`src/rtl/ttt_pkg.sv`:
```
// Shared types for the TTT programming loader: instruction codes, frame header
// layout and the loader frame FSM states.
package ttt_pkg;

   localparam int INSTR_BITS     = 3;
   localparam int HDR_COUNT_BITS = 5;

   // Instruction codes carried in the frame header; codes 5..7 are reserved.
   typedef enum logic [INSTR_BITS-1:0] {
      INSTR_NOP             = 3'd0,
      INSTR_SET_GOOD_THRESH = 3'd1,
      INSTR_SET_BAD_THRESH  = 3'd2,
      INSTR_SET_DURATION    = 3'd3,
      INSTR_SET_OUTPUT      = 3'd4
   } instr_t;

   typedef enum logic [1:0] {
      IDLE,
      GET_PID,
      STREAM,
      DRAIN
   } loader_state_t;

   // A header instruction is usable only if it names a real core instruction;
   // NOP and the reserved codes make the whole frame invalid.
   function automatic logic is_valid_instr(input logic [INSTR_BITS-1:0] code);
      return (code >= 3'd1) && (code <= 3'd4);
   endfunction

endpackage

```
`src/rtl/ttt_program_loader.sv`:
```
// Byte-serial programming transmitter: parses host frames (header, processor id,
// payload bytes) and drives the cores' programming bus one word per cycle.
module ttt_program_loader
   import ttt_pkg::*;
#(
   parameter int NUM_PROCESSORS = 10,
   parameter int PROG_WIDTH     = 8
) (
   input  logic                              clock_fast,
   input  logic                              reset,
   input  logic [PROG_WIDTH-1:0]             in_data,
   input  logic                              in_valid,
   output logic                              in_ready,
   output logic [$clog2(NUM_PROCESSORS)-1:0] processor_id,
   output instr_t                            instruction,
   output logic [PROG_WIDTH-1:0]             prog_data,
   output logic                              hold,
   output logic                              frame_done,
   output logic                              frame_error
);

   localparam int PID_W = $clog2(NUM_PROCESSORS);
   localparam logic [PROG_WIDTH-1:0] NUM_PROC_LIMIT = PROG_WIDTH'(NUM_PROCESSORS);

   loader_state_t             state_q, state_d;
   logic [HDR_COUNT_BITS-1:0] count_q, count_d;
   logic [INSTR_BITS-1:0]     hdr_instr_q, hdr_instr_d;
   logic [PID_W-1:0]          pid_q, pid_d;
   logic                      in_ready_q, in_ready_d;
   logic [PID_W-1:0]          processor_id_q, processor_id_d;
   instr_t                    instruction_q, instruction_d;
   logic [PROG_WIDTH-1:0]     prog_data_q, prog_data_d;
   logic                      hold_q, hold_d;
   logic                      frame_done_q, frame_done_d;
   logic                      frame_error_q, frame_error_d;

   logic accept;
   logic frame_bad;
   logic finish;

   assign accept    = in_valid & in_ready_q;
   assign frame_bad = (in_data >= NUM_PROC_LIMIT) || !is_valid_instr(hdr_instr_q);

   // Frame parser: walks header, id and payload, and decides what lands on the
   // programming bus in the cycle after each accepted byte.
   always_comb begin
      state_d        = state_q;
      count_d        = count_q;
      hdr_instr_d    = hdr_instr_q;
      pid_d          = pid_q;
      in_ready_d     = 1'b1;
      processor_id_d = processor_id_q;
      instruction_d  = INSTR_NOP;
      prog_data_d    = prog_data_q;
      frame_done_d   = 1'b0;
      frame_error_d  = 1'b0;
      finish         = 1'b0;

      case (state_q)
         IDLE: begin
            if (accept) begin
               hdr_instr_d = in_data[HDR_COUNT_BITS +: INSTR_BITS];
               count_d     = in_data[HDR_COUNT_BITS-1:0];
               state_d     = GET_PID;
            end
         end
         GET_PID: begin
            if (accept) begin
               pid_d = in_data[PID_W-1:0];
               if (frame_bad) begin
                  if (count_q == '0) begin
                     frame_error_d = 1'b1;
                     finish        = 1'b1;
                     state_d       = IDLE;
                  end else begin
                     state_d = DRAIN;
                  end
               end else if (count_q == '0) begin
                  instruction_d  = instr_t'(hdr_instr_q);
                  prog_data_d    = '0;
                  processor_id_d = in_data[PID_W-1:0];
                  frame_done_d   = 1'b1;
                  finish         = 1'b1;
                  state_d        = IDLE;
               end else begin
                  state_d = STREAM;
               end
            end
         end
         STREAM: begin
            if (accept) begin
               instruction_d  = instr_t'(hdr_instr_q);
               prog_data_d    = in_data;
               processor_id_d = pid_q;
               count_d        = count_q - 1'b1;
               if (count_q == HDR_COUNT_BITS'(1)) begin
                  frame_done_d = 1'b1;
                  finish       = 1'b1;
                  state_d      = IDLE;
               end
            end
         end
         DRAIN: begin
            if (accept) begin
               count_d = count_q - 1'b1;
               if (count_q == HDR_COUNT_BITS'(1)) begin
                  frame_error_d = 1'b1;
                  finish        = 1'b1;
                  state_d       = IDLE;
               end
            end
         end
         default: begin
            state_d = IDLE;
         end
      endcase

      // hold covers the whole frame plus the cycle showing its last word or
      // error pulse; a header accepted right then keeps it high.
      hold_d = (state_d != IDLE) || finish;
   end

   // State and registered outputs; reset returns the bus to its idle values at once.
   always_ff @(posedge clock_fast or negedge reset) begin
      if (!reset) begin
         state_q        <= IDLE;
         count_q        <= '0;
         hdr_instr_q    <= '0;
         pid_q          <= '0;
         in_ready_q     <= 1'b0;
         processor_id_q <= '0;
         instruction_q  <= INSTR_NOP;
         prog_data_q    <= '0;
         hold_q         <= 1'b0;
         frame_done_q   <= 1'b0;
         frame_error_q  <= 1'b0;
      end else begin
         state_q        <= state_d;
         count_q        <= count_d;
         hdr_instr_q    <= hdr_instr_d;
         pid_q          <= pid_d;
         in_ready_q     <= in_ready_d;
         processor_id_q <= processor_id_d;
         instruction_q  <= instruction_d;
         prog_data_q    <= prog_data_d;
         hold_q         <= hold_d;
         frame_done_q   <= frame_done_d;
         frame_error_q  <= frame_error_d;
      end
   end

   assign in_ready     = in_ready_q;
   assign processor_id = processor_id_q;
   assign instruction  = instruction_q;
   assign prog_data    = prog_data_q;
   assign hold         = hold_q;
   assign frame_done   = frame_done_q;
   assign frame_error  = frame_error_q;

endmodule

```
`config.mk`:
```
export PLATFORM = sky130hd
export DESIGN_NAME = ttt_program_loader
export DESIGN_NICKNAME = d
export VERILOG_FILES = /design/src/rtl/ttt_pkg.sv /design/src/rtl/ttt_program_loader.sv
export SDC_FILE = /design/constraint.sdc
export NUM_CORES = 1
export LEC_CHECK = 0
export CAP_MARGIN = 20
export CORE_ASPECT_RATIO = 0.5
export CORE_MARGIN = 1
export CORE_UTILIZATION = 35
export CTS_BUF_LIST = sky130_fd_sc_hd__clkbuf_8
export DETAILED_ROUTE_END_ITERATION = 10
export MAX_ROUTING_LAYER = met4
export SLEW_MARGIN = 20
export SYNTH_ARGS = -nofsm -noshare
export SYNTH_HDL_FRONTEND = slang
export SYNTH_SLANG_ARGS = --single-unit
```
`constraint.sdc`:
```
create_clock -name clock_fast -period 4.9 [get_ports clock_fast]
set_clock_uncertainty 0.15 [all_clocks]
set_input_delay 1.225 -clock clock_fast [delete_from_list [all_inputs] [get_ports clock_fast]]
set_output_delay 1.225 -clock clock_fast [all_outputs]
set_load 0.02 [all_outputs]
```
# == Yosys cells after proc, flatten, opt, wreduce, memory -nomap -nowiden ==
# Cells that the tools add are included.
# Widths: inputs -> output; s select.
# totals
reg_bits,33
latchBits,0
ramBits,0
romBits,0
in_bits,11
output_inout_bits,19
memories,0
# op_classes
n_addsub,1
n_mul,0
div_mod_pow,0
n_lt_le_gt_ge,3
n_eq_ne,10
shifts,0
n_mux,37
n_bitwise,1
reduce_logical,14
# ops
operator,count
$mux 8,4
$mux 4,4
$pmux 8 s2,1
$mux 2,7
$mux 3,4
$mux 5,2
$ne 2x2->1 const B,5
$pmux 5 s2,1
$ge 8x4->1 const B,1
$mux 1,8
$pmux 4 s2,1
$pmux 1 s2,3
$pmux 2 s3,1
$pmux 3 s2,1
$reduce_bool 2->1,3
$eq 5x1->1 const B,1
$logic_not 5->1,1
$reduce_and 5->1,1
$sub 5x1->5 const B,1
$eq 2x2->1 const B,2
$reduce_and 2->1,2
$ge 3x1->1 const B,1
$le 3x3->1 const B,1
$reduce_and 3->1,1
other kinds (8),9

# == Depth between registers and ports, before layout ==
# Gate-level depths: netlist (run 1).
# depth
ltp_word,9
mapped_depth,8
mapped_depth_nobuf,7

# == Worst setup path before layout (run 1) ==
# No wires, ideal clock.
# synth_timing
path_type,input-to-reg
startpoint,in in_data[7]
endpoint,"reg prog_data_q[2], in the netlist prog_data[2]"
arrival_time_ns,2.409
required_time_ns,4.629
setup_slack_ns,2.220
stages,6
path_buffers,1
path_cell_list,nor4_2 -> nand4_2 -> o31ai_4 -> nand2_2 -> buf_6 -> a22o_1
# synth_between
elab_chain_len,4
# synth_rtl
item,line,rtl
start: declaration,ttt_program_loader.sv:11,"input logic [PROG_WIDTH-1:0] in_data,"
$ge 8x4->1,ttt_program_loader.sv:42,assign frame_bad = (in_data >= NUM_PROC_LIMIT) || !is_valid_instr(hdr_instr_q);
$logic_or 1x1->1,ttt_program_loader.sv:42,
$ne 2x2->1 (no line),n/a,
$reduce_and 5->1 (no line),n/a,
end signal: assignment,ttt_program_loader.sv:145,prog_data_q <= prog_data_d;
end: declaration,ttt_program_loader.sv:32,"logic [PROG_WIDTH-1:0] prog_data_q, prog_data_d;"
# Every way passes these cells.
# A chain may end at the register's enable or synchronous reset.

# == Worst setup path in the final report (run 1) ==
# layout_timing
startpoint,in in_data[7]
endpoint,"reg prog_data_q[5], in the netlist prog_data[5]"
# The elaborated chain is that of the path after synthesis.

==> flow_metrics.py, run 1 <==
metrics = {
    "run_status": {
        "run_status": "completed",
    },
    "final_layout": {
        "num-nets-final": 198,
        "final_core_utilization_pct": 46.5,
        "fraction_of_layout_cells_with_a_size_suffix_above_1_pct": 12.2,
        "antenna_cells": 0,
        "fin_cells": 237,
        "most-common-layout-cells": "33 x sky130_fd_sc_hd__dfrtp_1, 29 x sky130_fd_sc_hd__clkdlybuf4s50_1, 16 x sky130_fd_sc_hd__o21ai_0, 11 x sky130_fd_sc_hd__a22o_1",
        "layout-area-overhead-vs-synth_pct": 26.8,
        "mostFrequentLayoutCell": "sky130_fd_sc_hd__dfrtp_1",
        "final_design_area_no_fill_sq_um": 2060,
    },
    "timing": {
        "grt_setup_unrepaired": "false",
        "final_count_of_pins_violating_max_slew": 0,
        "setup_slack_ns": 1.77,
        "report.final.hold_viol_count": 0,
        "hold_slack_ns": 0.357,
        "period_share_pct": 63.8,
        "relSlewSlack_pct": 44.0,
        "achievable-frequency_mhz": 320,
        "tightestPinTransition_ns": 0.837,
        "setup_tns_ns": 0,
        "finalCriticalPeriod_ns": 3.13,
        "setup_viol": 0,
    },
    "drt": {
        "postRouteAntennaNets": 0,
        "drc": 0,
        "postRouteWirelength_mm": 3.62,
        "via_density_per_instance": 5.26,
        "detail_route.first_pass.iterations": 6,
        "via_count": 1247,
        "routedWlPerCell_microns": 15.3,
        "drtIter0Drc": 51,
    },
    "critical_path": {
        "startpoint_type": "primary input",
        "critical_path.endpoint_type": "flop",
        "crit_chain": "clkdlybuf4s50_1, nor4_2, nand4_2, o31ai_4, and3_1, a22o_1",
        "regToRegStartpoint": "state_q[1]$_DFF_PN0_",
        "critical_path.top_delay_family": "simple AND/OR/NAND/NOR gates",
        "path_buf_inv": 1,
        "setup.worst_path.class": "in -> reg",
        "r2r-end": "prog_data[5]$_DFFE_PN0P_",
        "worst-path-max-fanout": 8,
        "cp.arrival_ns": 3.20,
        "critPathRequiredTime_ns": 4.97,
        "reg2reg_slack_ns": 2.34,
        "critPathSlowestCell": "sky130_fd_sc_hd__clkdlybuf4s50_1",
        "critPathMaxStageDelay_ns": 0.47,
        "r2r_cells": 6,
    },
    "hold_path": {
        "hold_critical_path_endpoint": "pid_q[3]$_DFFE_PN0P_",
        "worstHoldStart": "pid_q[3]$_DFFE_PN0P_",
        "hp-class": "reg -> reg",
        "whs_path_depth": 1,
    },
    "cts": {
        "cts-root-buf": "sky130_fd_sc_hd__clkbuf_8",
        "cts.repair_timing.setup_buffer_count": 0,
        "clkLatencyLatePin_ns": 0.28,
        "cts.repair.resized": 0,
        "max-clock-path-buffers": 2,
        "tritoncts_clock_tree": "yes",
        "number_of_buffers_added_to_fix_hold_violations_after_cts": 0,
        "clkSlewWorstSetupHoldPaths_ns": 0.07,
        "clock-sinks": 33,
        "cts_buffers": 5,
        "ctsHtreeMaxLevel": 2,
    },
    "flow_run": {
        "maxCapViolations": 0,
    },
    "power_and_ir_drop": {
        "power-per-cell-area_nw_per_um2": 515,
        "total_power_mw": 1.06,
        "leakage_nw": 0.901,
        "irDropWorstVdd_mv": 0.136,
    },
    "yosys": {
        "syn-mean-instance-area_sq_um": 11.0,
        "synth_area_leaders": "sky130_fd_sc_hd__dfrtp_1 51%, sky130_fd_sc_hd__ha_1 6.2%, sky130_fd_sc_hd__a22o_1 5.9%, sky130_fd_sc_hd__o21ai_0 4.9%, sky130_fd_sc_hd__mux2_2 4.9%",
        "synthesis.area_sq_um": 1620,
        "number_of_synthesized_flops_with_an_enable_pin": 0,
        "synthDominantAreaCellType": "sky130_fd_sc_hd__dfrtp_1",
        "netlist_instances": 148,
        "total_number_of_yosys_warnings": 0,
        "synth_top_area_share_pct": 50.8,
        "yosysSeqAreaShare_pct": 50.8,
        "synth-main-ff-cell": "sky130_fd_sc_hd__dfrtp_1",
        "asyncSetResetFlopFracSynth_pct": 100,
        "mappedNetlistNets": 167,
        "synth.distinct_cells": 37,
        "synth.ff_latch_count": 33,
    },
    "placed_design": {
        "detailed_place.area_sq_um": 1960,
        "dpl_worst_slack_ns": 1.47,
        "portBuffers": 29,
        "gp_routability_congestion": 0.785,
        "numPlacedInstances": 229,
        "dp.final_hpwl_mm": 2.59,
    },
    "grt": {
        "gr-usage-met3_pct": 4.18,
        "grt_pass1_wl_mm": 6.09,
        "first_global_vias": 1217,
        "gr-total-overflow": 0,
        "grt_antenna_before_repair": 0,
        "grt.total_usage_pct": 16.8,
        "use_met1_pct": 23.4,
        "gr-usage-met2_pct": 24.8,
        "globalRoute.busiestLayer": "met2",
        "maximum_number_of_pins_on_one_net_before_global_route_repair": 34,
    },
    "die": {
        "start_util_pct": 36.7,
        "chipWidth_microns": 98.3,
        "fp.dieArea_sq_um": 4930,
        "die_h_microns": 50.2,
        "boundaryPins": 30,
        "core_sq_um": 4420,
        "floorplan.rows": 17,
    },
}
[routing by layer]
layer / share of wire, % / wire length [microns]
met1: 50 / 1810
met2: 44 / 1600
met3: 5.4 / 195
met4: 0.28 / 10
met5: 0 / 0
[registers in the layout, summed over array words and instances, names as in the netlist]
register and cells:
prog_data 8, count_q 5, pid_q 4, processor_id 4, hdr_instr_q 3, instruction 3
state_q 2, frame_done 1, frame_error 1, hold 1, in_ready 1
[layout make-up]
cell class	instances	area (sq um)
Timing Repair Buffer	30	298
Sequential cell	33	826
Inverter	5	18.8
Multi-Input combinational cell	104	744
Clock buffer	7	96.3
Tap cell	57	71.3
Fill cell	428	2360
Clock inverter	1	5.00
[where the power goes]
| group | total (mW) | switching [mW] | leakage, nW | internal [mW] |
|---|---|---|---|---|
| clock | 0.229 | 0.102 | 0.0542 | 0.127 |
| sequential | 0.422 | 0.0638 | 0.428 | 0.358 |
| combinational | 0.410 | 0.225 | 0.419 | 0.185 |
| total | 1.06 | 0.391 | 0.901 | 0.670 |
[cells in the mapped netlist, types with 2 or more instances]
cell type	number
sky130_fd_sc_hd__a21oi_1	8
sky130_fd_sc_hd__a22o_1	11
sky130_fd_sc_hd__and3_1	5
sky130_fd_sc_hd__clkbuf_1	3
sky130_fd_sc_hd__dfrtp_1	33
sky130_fd_sc_hd__ha_1	8
sky130_fd_sc_hd__inv_1	5
sky130_fd_sc_hd__mux2_2	7
sky130_fd_sc_hd__mux2i_1	4
sky130_fd_sc_hd__nand2_1	6
sky130_fd_sc_hd__nand3_1	3
sky130_fd_sc_hd__nor2_1	8
sky130_fd_sc_hd__nor3_1	3
sky130_fd_sc_hd__o21ai_0	16
sky130_fd_sc_hd__o21ai_1	5
sky130_fd_sc_hd__or3_1	2
[kinds of logic after synthesis]
logic type               synth area share (%)
other                                   0.231
multiplexers                             7.32
AO/OA/AOI/OAI                            20.0
buffers and inverters                    3.31
AND/OR/NAND/NOR                          12.1
adder cells (fa/ha/maj)                  6.16
flip-flops                               50.8
[worst max-delay path by stage]
stage          cells after the start                       end       start  slack (ns)
2_1_floorplan                      6  prog_data[2]$_DFFE_PN0P_  in_data[7]        2.22
3_3_place_gp                       5  prog_data[1]$_DFFE_PN0P_    in_valid        1.55
3_5_place_dp                       6  prog_data[3]$_DFFE_PN0P_  in_data[1]        1.47
4_1_cts                            6  prog_data[5]$_DFFE_PN0P_  in_data[1]        1.76
5_1_grt                            6  prog_data[1]$_DFFE_PN0P_  in_data[1]        1.62
6_report                           6  prog_data[5]$_DFFE_PN0P_  in_data[7]        1.77
Power figures use the tool's default switching activity.
==> run 2: changes to the inputs <==
==> constraint.sdc (replaced) <==
create_clock -name clock_fast -period 3.2 [get_ports clock_fast]
set_clock_uncertainty 0.15 [all_clocks]
set_input_delay 0.8 -clock clock_fast [delete_from_list [all_inputs] [get_ports clock_fast]]
set_output_delay 0.8 -clock clock_fast [all_outputs]
set_load 0.02 [all_outputs]
==> run 2 against run 1 <==
Net effect: critical path depth did not move; register-to-register slack got worse by 1.4 ns; global-route usage shrank 0.18 points; flip-flop and latch count unchanged; clock power is 78% higher; cell area grew 2.2%; power rose by 60%; count of clock-buffer cells in the layout decreased by 1; routed wire length increased by 0.39%; first-iteration DRC count increased by 7.8%; die area unchanged; worst setup slack got worse by 1.3 ns.
==> flow_metrics.py, run 2 (synthesis gave the netlist of run 1 again) <==
metrics = {
    "die": {
        "fp.dieArea_sq_um": 4930,
        "die_h_microns": 50.2,
        "boundaryPins": 30,
        "start_util_pct": 36.7,
        "floorplan.rows": 17,
        "chipWidth_microns": 98.3,
        "core_sq_um": 4420,
    },
    "timing": {
        "grt_setup_unrepaired": "false",
        "setup_tns_ns": 0,
        "finalCriticalPeriod_ns": 2.70,
        "achievable-frequency_mhz": 371,
        "setup_viol": 0,
        "report.final.hold_viol_count": 0,
        "hold_slack_ns": 0.359,
        "period_share_pct": 84.2,
        "final_count_of_pins_violating_max_slew": 0,
    },
    "critical_path": {
        "r2r-end": "prog_data[5]$_DFFE_PN0P_",
        "setup.worst_path.class": "in -> reg",
        "r2r_cells": 6,
        "critPathSlowestCell": "sky130_fd_sc_hd__clkdlybuf4s50_1",
        "worstSetupStartpoint": "in_data[2]",
        "critPathRequiredTime_ns": 3.27,
        "crit_chain": "clkdlybuf4s50_1, o21ai_0, nand4_2, o31ai_4, and3_1, a22o_1",
        "critical_path.top_delay_family": "compound AO/OA/AOI/OAI gates",
        "startpoint_type": "primary input",
        "reg2reg_slack_ns": 0.96,
        "regToRegStartpoint": "state_q[1]$_DFF_PN0_",
        "critical_path.endpoint_type": "flop",
        "cp.arrival_ns": 2.77,
        "worst-path-max-fanout": 8,
        "path_buf_inv": 1,
        "critPathMaxStageDelay_ns": 0.43,
    },
    "power_and_ir_drop": {
        "internal_power_mw": 1.09,
        "fraction_of_power_consumed_by_sequential_logic_pct": 38.2,
        "power-per-cell-area_nw_per_um2": 806,
        "irDropWorstVdd_mv": 0.216,
        "power_switching_mw": 0.605,
        "share_comb_of_total_power_pct": 37.8,
        "power.switching_fraction_pct": 35.7,
        "clockPowerShare_pct": 24.0,
        "leakage_nw": 0.928,
    },
    "hold_path": {
        "whs_path_depth": 1,
        "hp-class": "reg -> reg",
        "worstHoldStart": "pid_q[1]$_DFFE_PN0P_",
        "hold_critical_path_endpoint": "pid_q[1]$_DFFE_PN0P_",
    },
    "final_layout": {
        "largest_register_ff_count": 8,
        "num-nets-final": 202,
        "fraction_of_layout_cells_with_a_size_suffix_above_1_pct": 13.6,
        "final_core_utilization_pct": 47.6,
        "most-common-layout-cells": "33 x sky130_fd_sc_hd__dfrtp_1, 29 x sky130_fd_sc_hd__clkdlybuf4s50_1, 16 x sky130_fd_sc_hd__o21ai_0, 11 x sky130_fd_sc_hd__a22o_1",
        "final.fill_count": 429,
        "layout-area-overhead-vs-synth_pct": 29.6,
        "antenna_cells": 0,
        "area.sequential_sq_um": 826,
        "mostFrequentLayoutCell": "sky130_fd_sc_hd__dfrtp_1",
        "multiInputGateArea_sq_um": 744,
    },
    "placed_design": {
        "gp_routability_congestion": 0.766,
        "portBuffers": 29,
        "dp.final_hpwl_mm": 2.59,
    },
    "drt": {
        "drc": 0,
        "routedWlPerCell_microns": 15.1,
        "via_count": 1247,
        "detail_route.first_pass.iterations": 6,
        "via_density_per_instance": 5.17,
        "postRouteAntennaNets": 0,
        "drtIter0Drc": 55,
        "postRouteWirelength_mm": 3.63,
    },
    "run_status": {
        "run_status": "completed",
    },
    "cts": {
        "tritoncts_clock_tree": "yes",
        "clock-sinks": 33,
        "cts-root-buf": "sky130_fd_sc_hd__clkbuf_8",
        "cts.repair_timing.setup_buffer_count": 0,
        "cts.repair.resized": 0,
        "max-clock-path-buffers": 2,
        "number_of_buffers_added_to_fix_hold_violations_after_cts": 0,
        "ctsHtreeMaxLevel": 2,
        "cts_buffers": 5,
        "clkLatencyLatePin_ns": 0.28,
        "clkSlewWorstSetupHoldPaths_ns": 0.07,
    },
    "grt": {
        "grt_antenna_before_repair": 0,
        "first_global_vias": 1222,
        "grt.total_usage_pct": 16.6,
        "grt_pass1_wl_mm": 6.02,
        "maximum_number_of_pins_on_one_net_before_global_route_repair": 34,
        "gr-total-overflow": 0,
    },
    "flow_run": {
        "maxCapViolations": 0,
    },
}
[run 2: layout make-up]
type | instances | area share (%)
Sequential cell | 33 | 39.2
Multi-Input combinational cell | 104 | 35.4
Timing Repair Buffer | 34 | 15.6
Clock buffer | 6 | 3.92
Tap cell | 57 | 3.39
Clock inverter | 2 | 1.61
Inverter | 5 | 0.892
[run 2: worst max path at each step]
stage / endpoint / slack, ns / cells past startpoint
2_1_floorplan: prog_data[2]$_DFFE_PN0P_ / 0.94 / 6
3_3_place_gp: prog_data[6]$_DFFE_PN0P_ / 0.30 / 6
3_5_place_dp: prog_data[0]$_DFFE_PN0P_ / 0.25 / 6
4_1_cts: prog_data[5]$_DFFE_PN0P_ / 0.52 / 6
5_1_grt: prog_data[0]$_DFFE_PN0P_ / 0.38 / 6
6_report: prog_data[5]$_DFFE_PN0P_ / 0.50 / 6
[run 2: through the flow]
stage                     instance area (sq um)  cells  power, mW  worst slack [ns]
after detailed placement                   1990    233       1.29             0.245
after CTS                                  2100    241       1.70             0.523
after global placement                     1990    233       1.28             0.298
after floorplan                            1620    148       1.06             0.945
after global routing                       2100    241       1.81             0.384
final                                      2100    241       1.70             0.504
[run 2: power by group through the flow]
stage,Sequential (mW),Combinational (mW),Clock [mW]
5_1_grt,0.669,0.711,0.431
3_3_place_gp,0.650,0.630,0
2_1_floorplan,0.684,0.375,0
4_1_cts,0.647,0.644,0.413
3_5_place_dp,0.653,0.635,0
6_report,0.648,0.641,0.407
[run 2: routing by layer]
layer  vias up  wire length, microns  GRT usage (%)
li1        609                     -              -
met1       611                  1910           23.3
met2        23                  1580           23.9
met3         4                    97           4.18
met4         0                    39           4.48
met5         -                     0              -
==> run 3: changes to the inputs <==
==> constraint.sdc (replaced) <==
create_clock -name clock_fast -period 2.8 [get_ports clock_fast]
set_clock_uncertainty 0.15 [all_clocks]
set_input_delay 0.7 -clock clock_fast [delete_from_list [all_inputs] [get_ports clock_fast]]
set_output_delay 0.7 -clock clock_fast [all_outputs]
set_load 0.02 [all_outputs]
==> run 3 against run 2 <==
Net effect: non-clock buffer count rose by 5; register-to-register slack got worse by 0.41 ns; largest cell class unchanged; utilization rose by 0.51 points; power rose by 10%; routed wire length fell by 0.96%; via count rose by 1.0%; die area did not move; highest routed layer unchanged.
==> flow_metrics.py, run 3 (synthesis gave the netlist of run 1 again) <==
metrics = {
    "critical_path": {
        "cp.arrival_ns": 2.53,
        "setup.worst_path.class": "in -> reg",
        "startpoint_type": "primary input",
        "worst-path-max-fanout": 8,
        "critPathRequiredTime_ns": 2.87,
        "critical_path.endpoint_type": "flop",
    },
    "timing": {
        "grt_setup_unrepaired": "false",
        "finalCriticalPeriod_ns": 2.46,
        "report.final.hold_viol_count": 0,
        "final_count_of_pins_violating_max_slew": 0,
        "period_share_pct": 87.9,
        "achievable-frequency_mhz": 406,
        "setup_tns_ns": 0,
        "setup_viol": 0,
    },
    "cts": {
        "clkSlewWorstSetupHoldPaths_ns": 0.07,
        "number_of_buffers_added_to_fix_hold_violations_after_cts": 0,
        "tritoncts_clock_tree": "yes",
        "cts_buffers": 5,
        "cts-root-buf": "sky130_fd_sc_hd__clkbuf_8",
        "cts.repair_timing.setup_buffer_count": 0,
        "clkLatencyLatePin_ns": 0.29,
        "clock-sinks": 33,
        "max-clock-path-buffers": 2,
        "cts.repair.resized": 0,
        "ctsHtreeMaxLevel": 2,
    },
    "die": {
        "die_h_microns": 50.2,
        "chipWidth_microns": 98.3,
        "boundaryPins": 30,
        "floorplan.rows": 17,
        "core_sq_um": 4420,
        "start_util_pct": 36.7,
        "fp.dieArea_sq_um": 4930,
    },
    "final_layout": {
        "mostFrequentLayoutCell": "sky130_fd_sc_hd__dfrtp_1",
        "area.sequential_sq_um": 826,
        "largest_register_ff_count": 8,
        "most-common-layout-cells": "33 x sky130_fd_sc_hd__dfrtp_1, 29 x sky130_fd_sc_hd__clkdlybuf4s50_1, 16 x sky130_fd_sc_hd__o21ai_0, 11 x sky130_fd_sc_hd__a22o_1, 10 x sky130_fd_sc_hd__buf_4",
        "antenna_cells": 0,
        "layout-area-overhead-vs-synth_pct": 31.0,
        "multiInputGateArea_sq_um": 744,
        "num-nets-final": 207,
        "final.fill_count": 420,
        "fraction_of_layout_cells_with_a_size_suffix_above_1_pct": 16.4,
        "final_core_utilization_pct": 48.1,
        "fin_cells": 246,
    },
    "placed_design": {
        "dp.final_hpwl_mm": 2.59,
        "numPlacedInstances": 238,
        "portBuffers": 29,
        "gp_routability_congestion": 0.829,
    },
    "hold_path": {
        "hp-class": "reg -> reg",
    },
    "drt": {
        "postRouteWirelength_mm": 3.60,
        "drtIter0Drc": 70,
        "postRouteAntennaNets": 0,
        "drc": 0,
        "detail_route.first_pass.iterations": 6,
        "via_density_per_instance": 5.12,
        "routedWlPerCell_microns": 14.6,
        "via_count": 1260,
    },
    "run_status": {
        "run_status": "completed",
    },
    "power_and_ir_drop": {
        "total_power_mw": 1.87,
        "leakage_nw": 0.943,
        "irDropWorstVdd_mv": 0.256,
        "power-per-cell-area_nw_per_um2": 879,
    },
    "grt": {
        "grt.total_usage_pct": 16.5,
        "grt_antenna_before_repair": 0,
        "gr-total-overflow": 0,
        "grt_pass1_wl_mm": 6.06,
        "maximum_number_of_pins_on_one_net_before_global_route_repair": 34,
        "first_global_vias": 1254,
    },
    "flow_run": {
        "maxCapViolations": 0,
    },
}
-- run 3: changes by cell type in the layout (fill, tap and decap cells not counted) --
cell | before | now
sky130_fd_sc_hd__clkbuf_8 | 6 | 7
sky130_fd_sc_hd__buf_4 | 5 | 10
sky130_fd_sc_hd__clkinv_2 | 0 | 1
sky130_fd_sc_hd__inv_1 | 6 | 5
sky130_fd_sc_hd__bufinv_16 | 1 | 0
-- run 3: path summary, 6_finish.rpt --
check	startpoint	to	slack, ns	cells after the start
setup / recovery	in_data[7]	prog_data[6]$_DFFE_PN0P_	0.34	6
min in group asynchronous	reset	instruction[2]$_DFF_PN0_	0.66	2
setup reg to reg	state_q[1]$_DFF_PN0_	prog_data[6]$_DFFE_PN0P_	0.55	6
hold / removal	prog_data[3]$_DFFE_PN0P_	prog_data[3]$_DFFE_PN0P_	0.36	1
max in group asynchronous	reset	prog_data[2]$_DFFE_PN0P_	1.54	2
hold reg to reg	prog_data[3]$_DFFE_PN0P_	prog_data[3]$_DFFE_PN0P_	0.36	1
-- run 3: where the power goes --
group | internal, mW | switching (mW) | total, mW
registers | 0.627 | 0.113 | 0.740
logic | 0.338 | 0.392 | 0.730
clock network | 0.222 | 0.178 | 0.400
-- run 3: per-stage QoR --
| stage | worst slack [ns] | hold slack [ns] | cell area [sq um] |
|---|---|---|---|
| after floorplan | 0.645 | 0.254 | 1620 |
| after global placement | 0.0662 | 0.338 | 2030 |
| after detailed placement | 0.0346 | 0.347 | 2030 |
| after CTS | 0.363 | 0.366 | 2130 |
| after global routing | 0.180 | 0.388 | 2130 |
| final | 0.339 | 0.357 | 2130 |
-- run 3: cell type report --
class                      count  share of cell area, %
clock buffer                   7                   4.53
sequential                    33                   38.8
clock inverter                 1                  0.235
multi-input combinational    104                   35.0
inverter                       5                  0.882
tap                           57                   3.35
timing repair buffer          39                   17.2
-- run 3: worst max-delay path: stages --
cell and delay (ns):
sky130_fd_sc_hd__clkdlybuf4s50_1 0.45, sky130_fd_sc_hd__nor4_2 0.30, sky130_fd_sc_hd__nand4_2 0.20, sky130_fd_sc_hd__o31ai_4 0.27, sky130_fd_sc_hd__and3_1 0.41, sky130_fd_sc_hd__a22o_1 0.20
-- run 3: routing by layer --
layer	vias to the layer above	global-route usage (%)	share of wire (%)
li1	617	-	-
met1	614	23.0	52
met3	5	3.76	3.1
met4	0	5.97	1.3
met5	-	-	0
met2	24	23.7	43
